**config.mk**
```make
export PLATFORM = sky130hd
export DESIGN_NAME = pc_fetch_ctrl
export DESIGN_NICKNAME = d
export VERILOG_FILES = /design/src/rtl/pc_fetch_ctrl.sv
export SDC_FILE = /design/constraint.sdc
export NUM_CORES = 1
export LEC_CHECK = 0
export CAP_MARGIN = 20
export CORE_MARGIN = 1.5
export CORE_UTILIZATION = 46
export CTS_CLUSTER_DIAMETER = 200
export DETAILED_ROUTE_END_ITERATION = 10
export PLACE_DENSITY_LB_ADDON = 0.1
export SETUP_SLACK_MARGIN = 0.4
export SYNTH_ARGS = -nofsm -noshare
export SYNTH_HDL_FRONTEND = slang
export SYNTH_SLANG_ARGS = --single-unit
```
**constraint.sdc**
```tcl
create_clock -name clk -period 2 [get_ports clk]
set_clock_uncertainty 0.15 [all_clocks]
set_input_delay 0.2 -clock clk [delete_from_list [all_inputs] [get_ports clk]]
set_output_delay 0.2 -clock clk [all_outputs]
set_load 0.03 [all_outputs]
```
**src/rtl/pc_fetch_ctrl.sv**
```systemverilog
// Instruction-fetch front end: owns the PC, drives fetch address/enable, flags new fetches
// and redirect flushes, and parks a branch target while the pipeline is stalled.
module pc_fetch_ctrl #(
  parameter int              ADDR_W   = 16,
  parameter logic [ADDR_W-1:0] RESET_PC = '0,
  parameter int              PC_STEP  = 1,
  parameter int              COUNT_W  = 16
) (
  input  logic               clk,
  input  logic               rst,
  input  logic [5:0]         stall,
  input  logic               mem_busy_i,
  input  logic               branch_flag_i,
  input  logic [ADDR_W-1:0]  branch_target_i,
  output logic [ADDR_W-1:0]  pc_o,
  output logic               ce_o,
  output logic               fetch_valid_o,
  output logic               redirect_o,
  output logic               pend_o,
  output logic [COUNT_W-1:0] fetch_count_o
);

  localparam logic [ADDR_W-1:0] STEP = ADDR_W'(PC_STEP);

  typedef enum logic [1:0] {IDLE, RUN, HOLD, PEND} state_t;

  state_t              state_q, state_d;
  logic [ADDR_W-1:0]   pc_q, pc_d;
  logic [ADDR_W-1:0]   tgt_q, tgt_d;
  logic                ce_q, ce_d;
  logic                valid_q, valid_d;
  logic                redirect_q, redirect_d;
  logic                pend_q, pend_d;
  logic [COUNT_W-1:0]  count_q, count_d;
  logic                stop;
  logic                unused_stall;

  assign stop         = stall[0];
  assign unused_stall = ^stall[5:1];

  always_comb begin
    state_d    = state_q;
    pc_d       = pc_q;
    tgt_d      = tgt_q;
    ce_d       = 1'b1;
    valid_d    = 1'b0;
    redirect_d = 1'b0;
    pend_d     = pend_q;
    case (state_q)
      IDLE: begin
        state_d = RUN;
        valid_d = 1'b1;
      end
      RUN, HOLD: begin
        if (branch_flag_i && !stop) begin
          pc_d       = branch_target_i;
          redirect_d = 1'b1;
          valid_d    = !mem_busy_i;
          state_d    = mem_busy_i ? HOLD : RUN;
        end else if (branch_flag_i) begin
          tgt_d   = branch_target_i;
          pend_d  = 1'b1;
          state_d = PEND;
        end else if (stop || mem_busy_i) begin
          state_d = HOLD;
        end else begin
          // Leaving HOLD re-fetches the held PC instead of skipping it.
          if (state_q == RUN) pc_d = pc_q + STEP;
          valid_d = 1'b1;
          state_d = RUN;
        end
      end
      PEND: begin
        if (!stop) begin
          pc_d       = branch_flag_i ? branch_target_i : tgt_q;
          redirect_d = 1'b1;
          pend_d     = 1'b0;
          valid_d    = !mem_busy_i;
          state_d    = mem_busy_i ? HOLD : RUN;
        end else if (branch_flag_i) begin
          tgt_d = branch_target_i;
        end
      end
      default: state_d = IDLE;
    endcase
    count_d = (valid_d && (count_q != '1)) ? count_q + COUNT_W'(1) : count_q;
  end

  always_ff @(posedge clk) begin
    if (rst) begin
      state_q    <= IDLE;
      pc_q       <= RESET_PC;
      tgt_q      <= '0;
      ce_q       <= 1'b0;
      valid_q    <= 1'b0;
      redirect_q <= 1'b0;
      pend_q     <= 1'b0;
      count_q    <= '0;
    end else begin
      state_q    <= state_d;
      pc_q       <= pc_d;
      tgt_q      <= tgt_d;
      ce_q       <= ce_d;
      valid_q    <= valid_d;
      redirect_q <= redirect_d;
      pend_q     <= pend_d;
      count_q    <= count_d;
    end
  end

  assign pc_o          = pc_q;
  assign ce_o          = ce_q;
  assign fetch_valid_o = valid_q;
  assign redirect_o    = redirect_q;
  assign pend_o        = pend_q;
  assign fetch_count_o = count_q;

endmodule
```
**Word level (Yosys, flattened, before mapping)**

Cells that the tools add are included.

- Input bits: 26
- Output and inout port bits: 36
- Logic and storage cells: 61
- Bits in registers: 54

- Equal/unequal tests: 11
- Add/subtract/negate cells: 2
- Multiplexer cells: 29
- Reduce and logical (&&, ||, !) cells: 11

Operator list:

| cell | count |
|---|---|
| 16-bit 2-to-1 mux | 8 |
| 16-bit one-hot mux with 2 select lines | 2 |
| 16-bit by 1-bit adder with 16-bit output, second input constant | 2 |
| 16-bit != test, second input constant | 1 |
| 1-bit 2-to-1 mux | 10 |
| 2-bit 2-to-1 mux | 5 |
| 3-bit != test, second input constant | 3 |
| 2-bit != test, second input constant | 4 |
| 2-bit one-hot mux with 3 select lines | 1 |
| 5-bit AND reduction | 1 |
| 2-bit == test, second input constant | 2 |
| 1-bit one-hot mux with 2 select lines | 2 |
| 4-bit AND reduction | 1 |
| 1-bit one-hot mux with 3 select lines | 1 |
| 3-bit AND reduction | 1 |
| 2-bit by 1-bit == test with 1-bit output, second input constant | 1 |
| 1-bit logical AND | 2 |
| 1-bit logical NOT | 2 |
| 2-bit logical NOT | 1 |
| 2-bit nonzero test | 1 |
| 2-bit OR reduction | 1 |
| 1-bit logical OR | 1 |

**Depth between registers and ports, before layout**

Gate-level depths: netlist of the first run.

- Word-level depth: 6
- Depth in mapped cells: 8
- Gate-level depth less buffers: 7

**Worst setup path after synthesis of the first run**

Ideal clock, no wire load.

- Path type: reg2reg
- Start point: register count_q[0] (netlist: fetch_count_o[0])
- End point: register count_q[14] (netlist: fetch_count_o[14])
- Stages on the path, launching flop included: 7
- Period minus slack after synthesis: 2.056 ns
- Path buffers: 0
- Path slack: -0.056 ns
- Arrival time: 1.820 ns
- Required time: 1.764 ns
- Cell sequence: dfxtp_1 > ha_1 > and3_1 > nand3_2 > nor4_4 > a31oi_1 > a211oi_1

- Word-level cells in the longest chain between the ends: 2
- Elaborated cells on any way between the ends: 3
- Those cells by class: add/sub (1); eq/ne (1); reduce/logical (1)

Ends and longest elaborated chain:

| item | line | text |
|---|---|---|
| from (decl) | 34 | `logic [COUNT_W-1:0] count_q, count_d;` |
| from (signal assigned) | 107 | `count_q <= count_d;` |
| branches (longest 2 deep; another with 16-bit by 1-bit adder with 16-bit output) | -- |  |

Several ways; the timed one is not identified.
A chain may end at the register's enable or synchronous reset.

**Worst setup path in the final report of the first run**

- Start point: register count_q[7] (netlist: fetch_count_o[7])
- End point: register count_q[7] (netlist: fetch_count_o[7])

The elaborated chain is that of the path after synthesis.

==> impl_metrics.csv, run 1 <==
group,metric,value,unit
power_and_ir_drop,power,2680,uW
final_layout,final_cell_mix,"71 x buf_4, 49 x nor2_1, 37 x dlygate4sd2_1",
floorplan,ioPinCount,62,
yosys,synthCells,347,
sta,tightest_slew,0.576,ns
sta,finalCriticalPeriod,1.87,ns
route,avgRoutedWirePerCell,17.5,um
final_layout,instances_no_fill,561,
yosys,synth_nets,378,
setup_path,crit_start,"fetch_count_o[7]",
route,num_vias,3295,
yosys,seq_area_frac_synth,0.363,
grt,grt_pass1_vias,2998,
yosys,async_flop_share,0,
place,portBuffers,56,
setup_path,worstPathMaxFanout,7,
grt,grt_max_degree,16,
final_layout,synthToLayoutAreaGrowth,61.6,%
sta,hold_viol,0,
clock_network,clk_pin_slew,0.09,ns
final_layout,regArea,1180,um^2
grt,gr-total-overflow,0,
floorplan,die_y,83.4,um
grt,antenna_found_initial,0,
clock_network,cts_root_buf,"clkbuf_8",
floorplan,die_x,83.4,um
sta,clock.fmax,0.534,GHz
floorplan,die_area,6960,um^2
sta,post-route-period-util,0.936,
power_and_ir_drop,power.ir.vdd_worst,328,uV
place,gp_congestion,0.863,
clock_network,cts_buffer_depth,2,
yosys,ys_warn_count,0,
grt,grt_pass1_wl,14.5,mm
floorplan,rows,29,
setup_path,r2r-start,"fetch_count_o[7]",
route,dr.pass1.iters,7,
setup_path,critPathArrivalTime,1.92,ns
final_layout,layout_commonest_cell,"buf_4",
place,placed_cells,499,
final_layout,finalNetCount,514,
yosys,synth_edf_count,0,
route,routed_via_density,5.87,
clock_network,clk-insertion-delay-late,0.31,ns
yosys,synth_area,2970,um^2
hold_path,hold_start,"tgt_q[0]",
power_and_ir_drop,powerDensity,557,nW/um^2
setup_path,worst_ep_required_time,2.05,ns
clock_network,postCtsHoldBufs,0,
place,place_hpwl,5.88,mm
final_layout,drive_above_1_share,0.403,
floorplan,start_util,0.471,
sta,setup_viol,0,
route,drtIter0Drc,226,
setup_path,worstSetupStartpointType,"register",
final_layout,antenna_cells,0,
grt,grt_use_total,0.253,
yosys,synth_flop_cell,"dfxtp_1",
sta,drv_slew,0,
sta,relSlewSlack,0.611,
hold_path,min_path_type,"register to register",
final_layout,multiInputGateArea,2120,um^2
clock_network,cts_inserted_buffers,5,
clock_network,clock-sinks,54,
job,max_cap_viol_count,0,
status,status,"finished, final reports clean",
setup_path,critPathKind,"register to register",
power_and_ir_drop,p_leak,0.00201,uW
floorplan,core_region_area,6310,um^2
final_layout,fin_util,0.761,
route,route.detailed.drc,0,
setup_path,cp-end-kind,"register",
route,drt-total-wl,9.84,mm
yosys,ys_seq_elements,54,
sta,rsz0062_at_grt,"yes",
route,antenna_left,0,
clock_network,htreeDepth,2,
clock_network,cts_tree,"built",
yosys,yosys.cell_types.count,63,
yosys,syn_avg_cell_area,8.57,um^2
final_layout,fillers,446,
## through the flow
stage | setup TNS (ns) | hold slack [ns] | worst slack [ns] | cell area, um^2
after floorplan | 0 | 0.185 | 0.163 | 3200
after global placement | -0.0648 | 0.321 | -0.0215 | 4050
after detailed placement | -0.307 | 0.334 | -0.0749 | 4050
after CTS | 0 | 0.354 | 0.160 | 4470
after global routing | 0 | 0.383 | 0.0497 | 4810
final | 0 | 0.348 | 0.128 | 4810
## layer usage
| metal | share of wire | GRT usage | vias to the layer above |
|---|---|---|---|
| li1 | - | - | 1553 |
| met1 | 0.44 | 0.323 | 1602 |
| met2 | 0.50 | 0.441 | 117 |
| met3 | 0.048 | 0.0338 | 23 |
| met4 | 0.022 | 0.0818 | 0 |
| met5 | 0 | 0 | - |
## sequential cells by signal, summed over array words and instances, names as in the netlist
name and count:
ce_o 1, pc_o 16, fetch_count_o 16, state_q 2
tgt_q 16, fetch_valid_o 1, pend_o 1, redirect_o 1
## worst max-delay path, cell delays in order (launching register included)
cell      delay, ns
dfxtp_4        0.39
nand3_2        0.16
or3_4          0.44
o211ai_4       0.29
buf_6          0.14
xor2_1         0.13
nor2_1         0.06
## final cells by class
| class | count | area share |
|---|---|---|
| inverter | 8 | 0.00729 |
| multi-input combinational | 268 | 0.441 |
| sequential | 54 | 0.246 |
| tap | 77 | 0.0200 |
| clock buffer | 8 | 0.0167 |
| timing repair buffer | 146 | 0.269 |
## synthesized netlist by cell type (all sizes together), types with 2 or more instances
cell,instances,area [um^2]
dfxtp,54,1080
nor2,51,191
a21oi,27,135
mux2i,25,250
nand2,24,90.1
o21ai,18,90.1
nand3,12,65.1
buf,9,51.3
mux2,9,101
a22oi,8,60.1
clkbuf,8,30.0
inv,7,26.3
a211oi,6,45.0
nand4,6,52.6
nor4,6,52.6
xor2,6,52.6
and3,5,32.5
ha,5,62.6
nor3,5,25.0
o211ai,5,51.3
xnor2,5,43.8
or3,4,30.0
a31oi,3,18.8
o31ai,3,27.5
o32ai,3,26.3
a311oi,2,17.5
nand2b,2,12.5
nor3b,2,15.0
o21bai,2,26.3
o22ai,2,12.5
o31a,2,17.5
## what timing repair did
action | CTS | global route
gates cloned | 0 | 1
setup endpoints to repair | 85 | 50
gates resized for setup | 72 | 33
setup buffers | 32 | 21
pin swaps | 25 | 29
## logic make-up (layout without fill, tap and decap cells)
family / Yosys count / in the layout / share of synthesized area
muxes: 34 / 34 / 0.118
xor gates and xnor gates: 11 / 11 / 0.0324
and+or+nand+nor: 121 / 121 / 0.202
DFF: 54 / 54 / 0.363
buffers and inverters: 25 / 162 / 0.0374
adders and majority gates: 5 / 5 / 0.0210
AOI/OAI and AO/OA: 97 / 97 / 0.226
## power by group
group | switching [uW] | internal [uW] | total (uW)
clock | 355 | 250 | 605
sequential | 80.7 | 1130 | 1210
combinational | 432 | 424 | 856
total | 867 | 1810 | 2680
## final timing paths
kind	to	slack (ns)	depth (start not counted)
worst max register to register	fetch_count_o[7]	0.13	6
worst min-delay path	tgt_q[0]	0.35	2
worst min register to register	tgt_q[0]	0.35	2
worst max-delay path	fetch_count_o[7]	0.13	6
Note: power is estimated with default switching activity, not from simulation.
==> inputs of run 2 (changes only) <==
Settings changed: CORE_ASPECT_RATIO from default to 1.2.
==> run 2 against run 1 <==
Design area is 3.0% lower. Maximum frequency is 1.9% lower. Non-clock buffer count is 18 lower. Sequential share of layout area is 0.83 points higher. First-iteration DRC count stayed put. Worst hold slack better by 0.0061 ns. Die area hardly changed. Via count is 2.1% lower. Sequential power hardly changed. Sequential cell count stayed put. Critical endpoint is now fetch_count_o[5].
==> impl_metrics.csv, run 2 (synthesized netlist as in run 1, its figures left out) <==
group,metric,value,unit
sta,whs,0.354,ns
sta,clock.fmax,0.524,GHz
clock_network,clk_pin_slew,0.09,ns
sta,drv_slew,0,
hold_path,min_path_type,"register to register",
floorplan,die_area,6960,um^2
final_layout,final_cell_area,4660,um^2
sta,finalCriticalPeriod,1.91,ns
grt,gr-total-overflow,0,
sta,post-route-period-util,0.954,
hold_path,hold_start,"tgt_q[3]",
route,routed_via_density,5.88,
final_layout,final_cell_mix,"58 x buf_4, 49 x nor2_1, 37 x dlygate4sd2_1",
place,dpl_cell_area,4050,um^2
final_layout,instances_no_fill,549,
sta,setup_viol,0,
setup_path,cp_top_family,"compound AO/OA/AOI/OAI gates",
grt,grt_pass1_wl,14.7,mm
setup_path,critPathMostFrequentCell,"o21bai_4",
grt,grt_max_degree,21,
route,drtIter0Drc,226,
setup_path,critPathArrivalTime,1.95,ns
sta,rsz0062_at_grt,"yes",
power_and_ir_drop,internal_power,1830,uW
clock_network,htreeDepth,2,
final_layout,synthToLayoutAreaGrowth,56.7,%
setup_path,crit_slowest_cell,"dfxtp_2",
route,antenna_left,0,
route,drt-total-wl,9.49,mm
final_layout,fillers,464,
floorplan,core_region_area,6130,um^2
power_and_ir_drop,pwr-share-clk,0.237,
power_and_ir_drop,comb_power_share,0.319,
grt,antenna_found_initial,0,
power_and_ir_drop,powerDensity,579,nW/um^2
setup_path,worstPathCellList,"inv_2, ha_4, o21bai_4, o21bai_4, buf_4, buf_6, o211ai_1, xor2_1, nor2_1",
clock_network,cts_buffer_depth,2,
grt,grt_use_total,0.258,
route,avgRoutedWirePerCell,17.3,um
status,status,"finished, final reports clean",
setup_path,crit_buf_inv,3,
setup_path,worstSetupStartpointType,"register",
clock_network,clock-sinks,54,
final_layout,finalNetCount,497,
power_and_ir_drop,p_leak,0.00192,uW
place,portBuffers,56,
setup_path,r2r-start,"state_q[0]",
clock_network,cts_tree,"built",
power_and_ir_drop,p_switching,865,uW
clock_network,cts_root_buf,"clkbuf_8",
route,num_vias,3226,
setup_path,worstPathMaxFanout,4,
setup_path,critPathKind,"register to register",
clock_network,cts_inserted_buffers,5,
final_layout,antenna_cells,0,
sta,hold_viol,0,
route,dr.pass1.iters,5,
setup_path,cpPeakStageDelay,0.36,ns
clock_network,clk-insertion-delay-late,0.31,ns
final_layout,drive_above_1_share,0.373,
job,max_cap_viol_count,0,
final_layout,layout_commonest_cell,"buf_4",
sta,relSlewSlack,0.648,
power_and_ir_drop,power.ir.vdd_worst,447,uV
setup_path,crit_start,"state_q[0]",
grt,grt_pass1_vias,3149,
setup_path,cp-end-kind,"register",
power_and_ir_drop,seq_power_share,0.444,
place,placed_cells,501,
route,route.detailed.drc,0,
floorplan,ioPinCount,62,
floorplan,die_x,76.4,um
place,place_hpwl,5.72,mm
power_and_ir_drop,p_sw_frac,0.321,
floorplan,start_util,0.485,
floorplan,rows,31,
sta,tightest_slew,0.525,ns
place,gp_congestion,0.843,
clock_network,postCtsHoldBufs,0,
setup_path,worst_ep_required_time,2.05,ns
floorplan,die_y,91.1,um
==> run 2: through the flow <==
stage,power [uW],utilization,worst slack (ns),TNS (ns)
after global routing,2840,0.761,0.0172,0
final,2700,0.761,0.0918,0
after floorplan,1650,-,0.163,0
after CTS,2650,0.732,0.182,0
after detailed placement,1920,0.660,-0.0709,-0.299
after global placement,1900,0.660,-0.0475,-0.0910
==> run 2: area by class of cell <==
cell class                      instances  area [um^2]  share of cell area
Timing Repair Buffer                  128         1150               0.246
Tap cell                               82          103              0.0220
Clock buffer                            7         86.3              0.0185
Inverter                                8         30.0             0.00644
Multi-Input combinational cell        269         2100               0.451
Clock inverter                          1         5.00             0.00107
Sequential cell                        54         1190               0.255
==> run 2: routing by layer <==
metal / routed length, um / share of wire / global-route usage / vias to the layer above
met2: 4960 / 0.52 / 0.467 / 132
li1: - / - / - / 1519
met3: 570 / 0.060 / 0.0462 / 29
met4: 278 / 0.029 / 0.117 / 0
met5: 0 / 0 / 0 / -
met1: 3680 / 0.39 / 0.290 / 1546
==> run 2: timing repair <==
item,4_1_cts,5_1_grt
pin swaps,25,17
buffers inserted,32,6
resized for setup,72,20
gates cloned,1,1
hold endpoints to repair,0,0
setup endpoints to repair,83,49
==> run 2: final timing paths <==
path,cells after the start,slack (ns),to
setup / recovery,9,0.09,fetch_count_o[5]
hold / removal,2,0.35,tgt_q[3]
setup reg to reg,9,0.09,fetch_count_o[5]
hold reg to reg,2,0.35,tgt_q[3]
==> run 2: power groups by stage <==
stage / clock [uW] / sequential, uW / combinational, uW
after detailed placement: 0 / 1230 / 690
after CTS: 660 / 1190 / 792
after floorplan: 0 / 1300 / 351
final: 639 / 1200 / 862
after global routing: 711 / 1210 / 917
after global placement: 0 / 1220 / 679
==> run 2: tightest hold or removal path: stages, from the launching register on <==
cell and delay [ns]:
dfxtp_1 0.34, mux2i_1 0.07, nor2_1 0.07
==> inputs of run 3 (changes only) <==
--- a/config.mk
+++ b/config.mk
@@ -10,5 +10,7 @@
 export CORE_MARGIN = 1.5
-export CORE_UTILIZATION = 46
+export CORE_UTILIZATION = 48
+export CTS_BUF_LIST = sky130_fd_sc_hd__clkbuf_4
 export CTS_CLUSTER_DIAMETER = 200
 export DETAILED_ROUTE_END_ITERATION = 10
+export GPL_ROUTABILITY_DRIVEN = 0
 export PLACE_DENSITY_LB_ADDON = 0.1
--- a/constraint.sdc
+++ b/constraint.sdc
@@ -4,2 +4,2 @@
 set_output_delay 0.2 -clock clk [all_outputs]
-set_load 0.03 [all_outputs]
+set_load 0.01 [all_outputs]
==> run 3 against run 2 <==
The flow now finishes with violations (negative setup slack). Register-to-register slack worse by 0.099 ns. Routed wire length up 17%. Non-clock buffer count up 30. Sequential share of layout area down 2.1 points. Design area up 8.9%. Die area down 4.0%. Clock-buffer cell count down 2. Maximum frequency down 4.9%.
==> impl_metrics.csv, run 3 (synthesized netlist as in run 1, its figures left out) <==
group,metric,value,unit
sta,hold_viol,0,
clock_network,cts_inserted_buffers,5,
power_and_ir_drop,p_leak,0.00216,uW
clock_network,htreeDepth,2,
setup_path,critPathArrivalTime,2.15,ns
floorplan,die_area,6680,um^2
setup_path,r2r_cells,9,
sta,setup_viol,1,
sta,fin_ws,-0.00712,ns
final_layout,antenna_cells,0,
setup_path,cp-end-kind,"register",
final_layout,finalNetCount,528,
power_and_ir_drop,power.ir.vdd_worst,381,uV
power_and_ir_drop,p_sw_frac,0.337,
sta,setup_tns,-0.00712,ns
floorplan,rows,31,
setup_path,critPathKind,"register to register",
grt,grt_max_degree,40,
route,dr.pass1.iters,4,
power_and_ir_drop,internal_power,1780,uW
floorplan,ioPinCount,62,
final_layout,layout_commonest_cell,"buf_4",
sta,relSlewSlack,0.712,
route,routed_via_density,6.02,
sta,clock.fmax,0.498,GHz
final_layout,drive_above_1_share,0.456,
power_and_ir_drop,pwr-share-clk,0.189,
sta,rsz0062_at_grt,"yes",
clock_network,clk_pin_slew,0.16,ns
setup_path,worstPathMaxFanout,8,
power_and_ir_drop,comb_power_share,0.361,
clock_network,clock-sinks,54,
route,antenna_left,0,
hold_path,min_path_type,"input pin to register",
floorplan,die_x,74.9,um
floorplan,core_region_area,6010,um^2
power_and_ir_drop,p_switching,904,uW
final_layout,final_cell_mix,"77 x buf_4, 49 x nor2_1, 33 x dlygate4sd2_1",
setup_path,worstSetupStartpointType,"register",
status,violations,"negative setup slack",
status,status,"finished with violations",
route,route.detailed.drc,0,
grt,grt_pass1_vias,3119,
setup_path,worst_ep_required_time,2.14,ns
floorplan,start_util,0.495,
grt,antenna_found_initial,0,
clock_network,postCtsHoldBufs,0,
clock_network,cts_tree,"built",
final_layout,fin_util,0.844,
route,num_vias,3494,
grt,grt_use_total,0.283,
route,drtIter0Drc,251,
place,portBuffers,56,
sta,finalCriticalPeriod,2.01,ns
power_and_ir_drop,power,2690,uW
route,avgRoutedWirePerCell,19.2,um
clock_network,cts_buffer_depth,2,
grt,grt_pass1_wl,14.8,mm
clock_network,cts_root_buf,"clkbuf_4",
final_layout,synthToLayoutAreaGrowth,70.6,%
floorplan,die_y,89.2,um
route,drt-total-wl,11.1,mm
sta,drv_slew,0,
power_and_ir_drop,powerDensity,529,nW/um^2
power_and_ir_drop,seq_power_share,0.449,
grt,gr-total-overflow,0,
job,max_cap_viol_count,0,
sta,tightest_slew,0.426,ns
clock_network,clk-insertion-delay-late,0.39,ns
hold_path,hold_depth,2,
place,place_hpwl,5.65,mm
sta,post-route-period-util,1.00,
-- run 3: path summary, 6_finish.rpt --
| path | startpoint | endpoint | slack (ns) |
|---|---|---|---|
| worst max register to register | state_q[0] | tgt_q[15] | -0.007 |
| worst max-delay path | state_q[0] | tgt_q[15] | -0.007 |
| worst min register to register | tgt_q[9] | tgt_q[9] | 0.36 |
| worst min-delay path | stall[0] | state_q[0] | 0.23 |
-- run 3: layer usage --
layer  vias up  wire, um  share of wire  track usage
li1       1595         -              -            -
met5         -         0              0            0
met2       152      5930           0.53        0.513
met1      1706      4200           0.38        0.328
met3        41       528          0.048       0.0462
met4         0       460          0.041        0.111
-- run 3: power groups by stage --
stage / logic (uW) / clock network, uW / registers, uW
floorplan: 351 / 0 / 1240
detailed placement: 637 / 0 / 1230
global route: 1020 / 553 / 1210
global placement: 627 / 0 / 1230
finish: 970 / 509 / 1210
CTS: 796 / 513 / 1200
-- run 3: through the flow --
stage / worst slack (ns) / instance area [um^2] / instances / hold slack (ns)
after floorplan: 0.161 / 3140 / 347 / 0.185
after global placement: -0.185 / 4010 / 504 / 0.321
after detailed placement: -0.230 / 4010 / 504 / 0.333
after CTS: 0.112 / 4570 / 552 / 0.289
after global routing: -0.0816 / 5070 / 580 / 0.232
final: -0.00712 / 5070 / 580 / 0.228
-- run 3: repair_timing --
item / CTS / global route
gates resized for setup: 103 / 62
gates cloned: 2 / 1
pin swaps: 31 / 41
buffers inserted: 38 / 27
endpoints found under the setup margin: 85 / 55
-- run 3: cell type report --
cell class / count / area, um^2
sequential: 54 / 1180
multi-input combinational: 270 / 2280
fill: 336 / 938
clock inverter: 3 / 16.3
tap: 82 / 103
timing repair buffer: 158 / 1420
clock buffer: 5 / 37.5
inverter: 8 / 36.3
-- run 3: worst max-delay path, stage by stage (launching register included) --
cell     delay [ns]
dfxtp_4        0.40
inv_2          0.06
ha_4           0.26
buf_6          0.12
a21o_1         0.19
a21oi_4        0.19
nand2_2        0.11
buf_8          0.16
mux2i_1        0.19
nor2_1         0.08
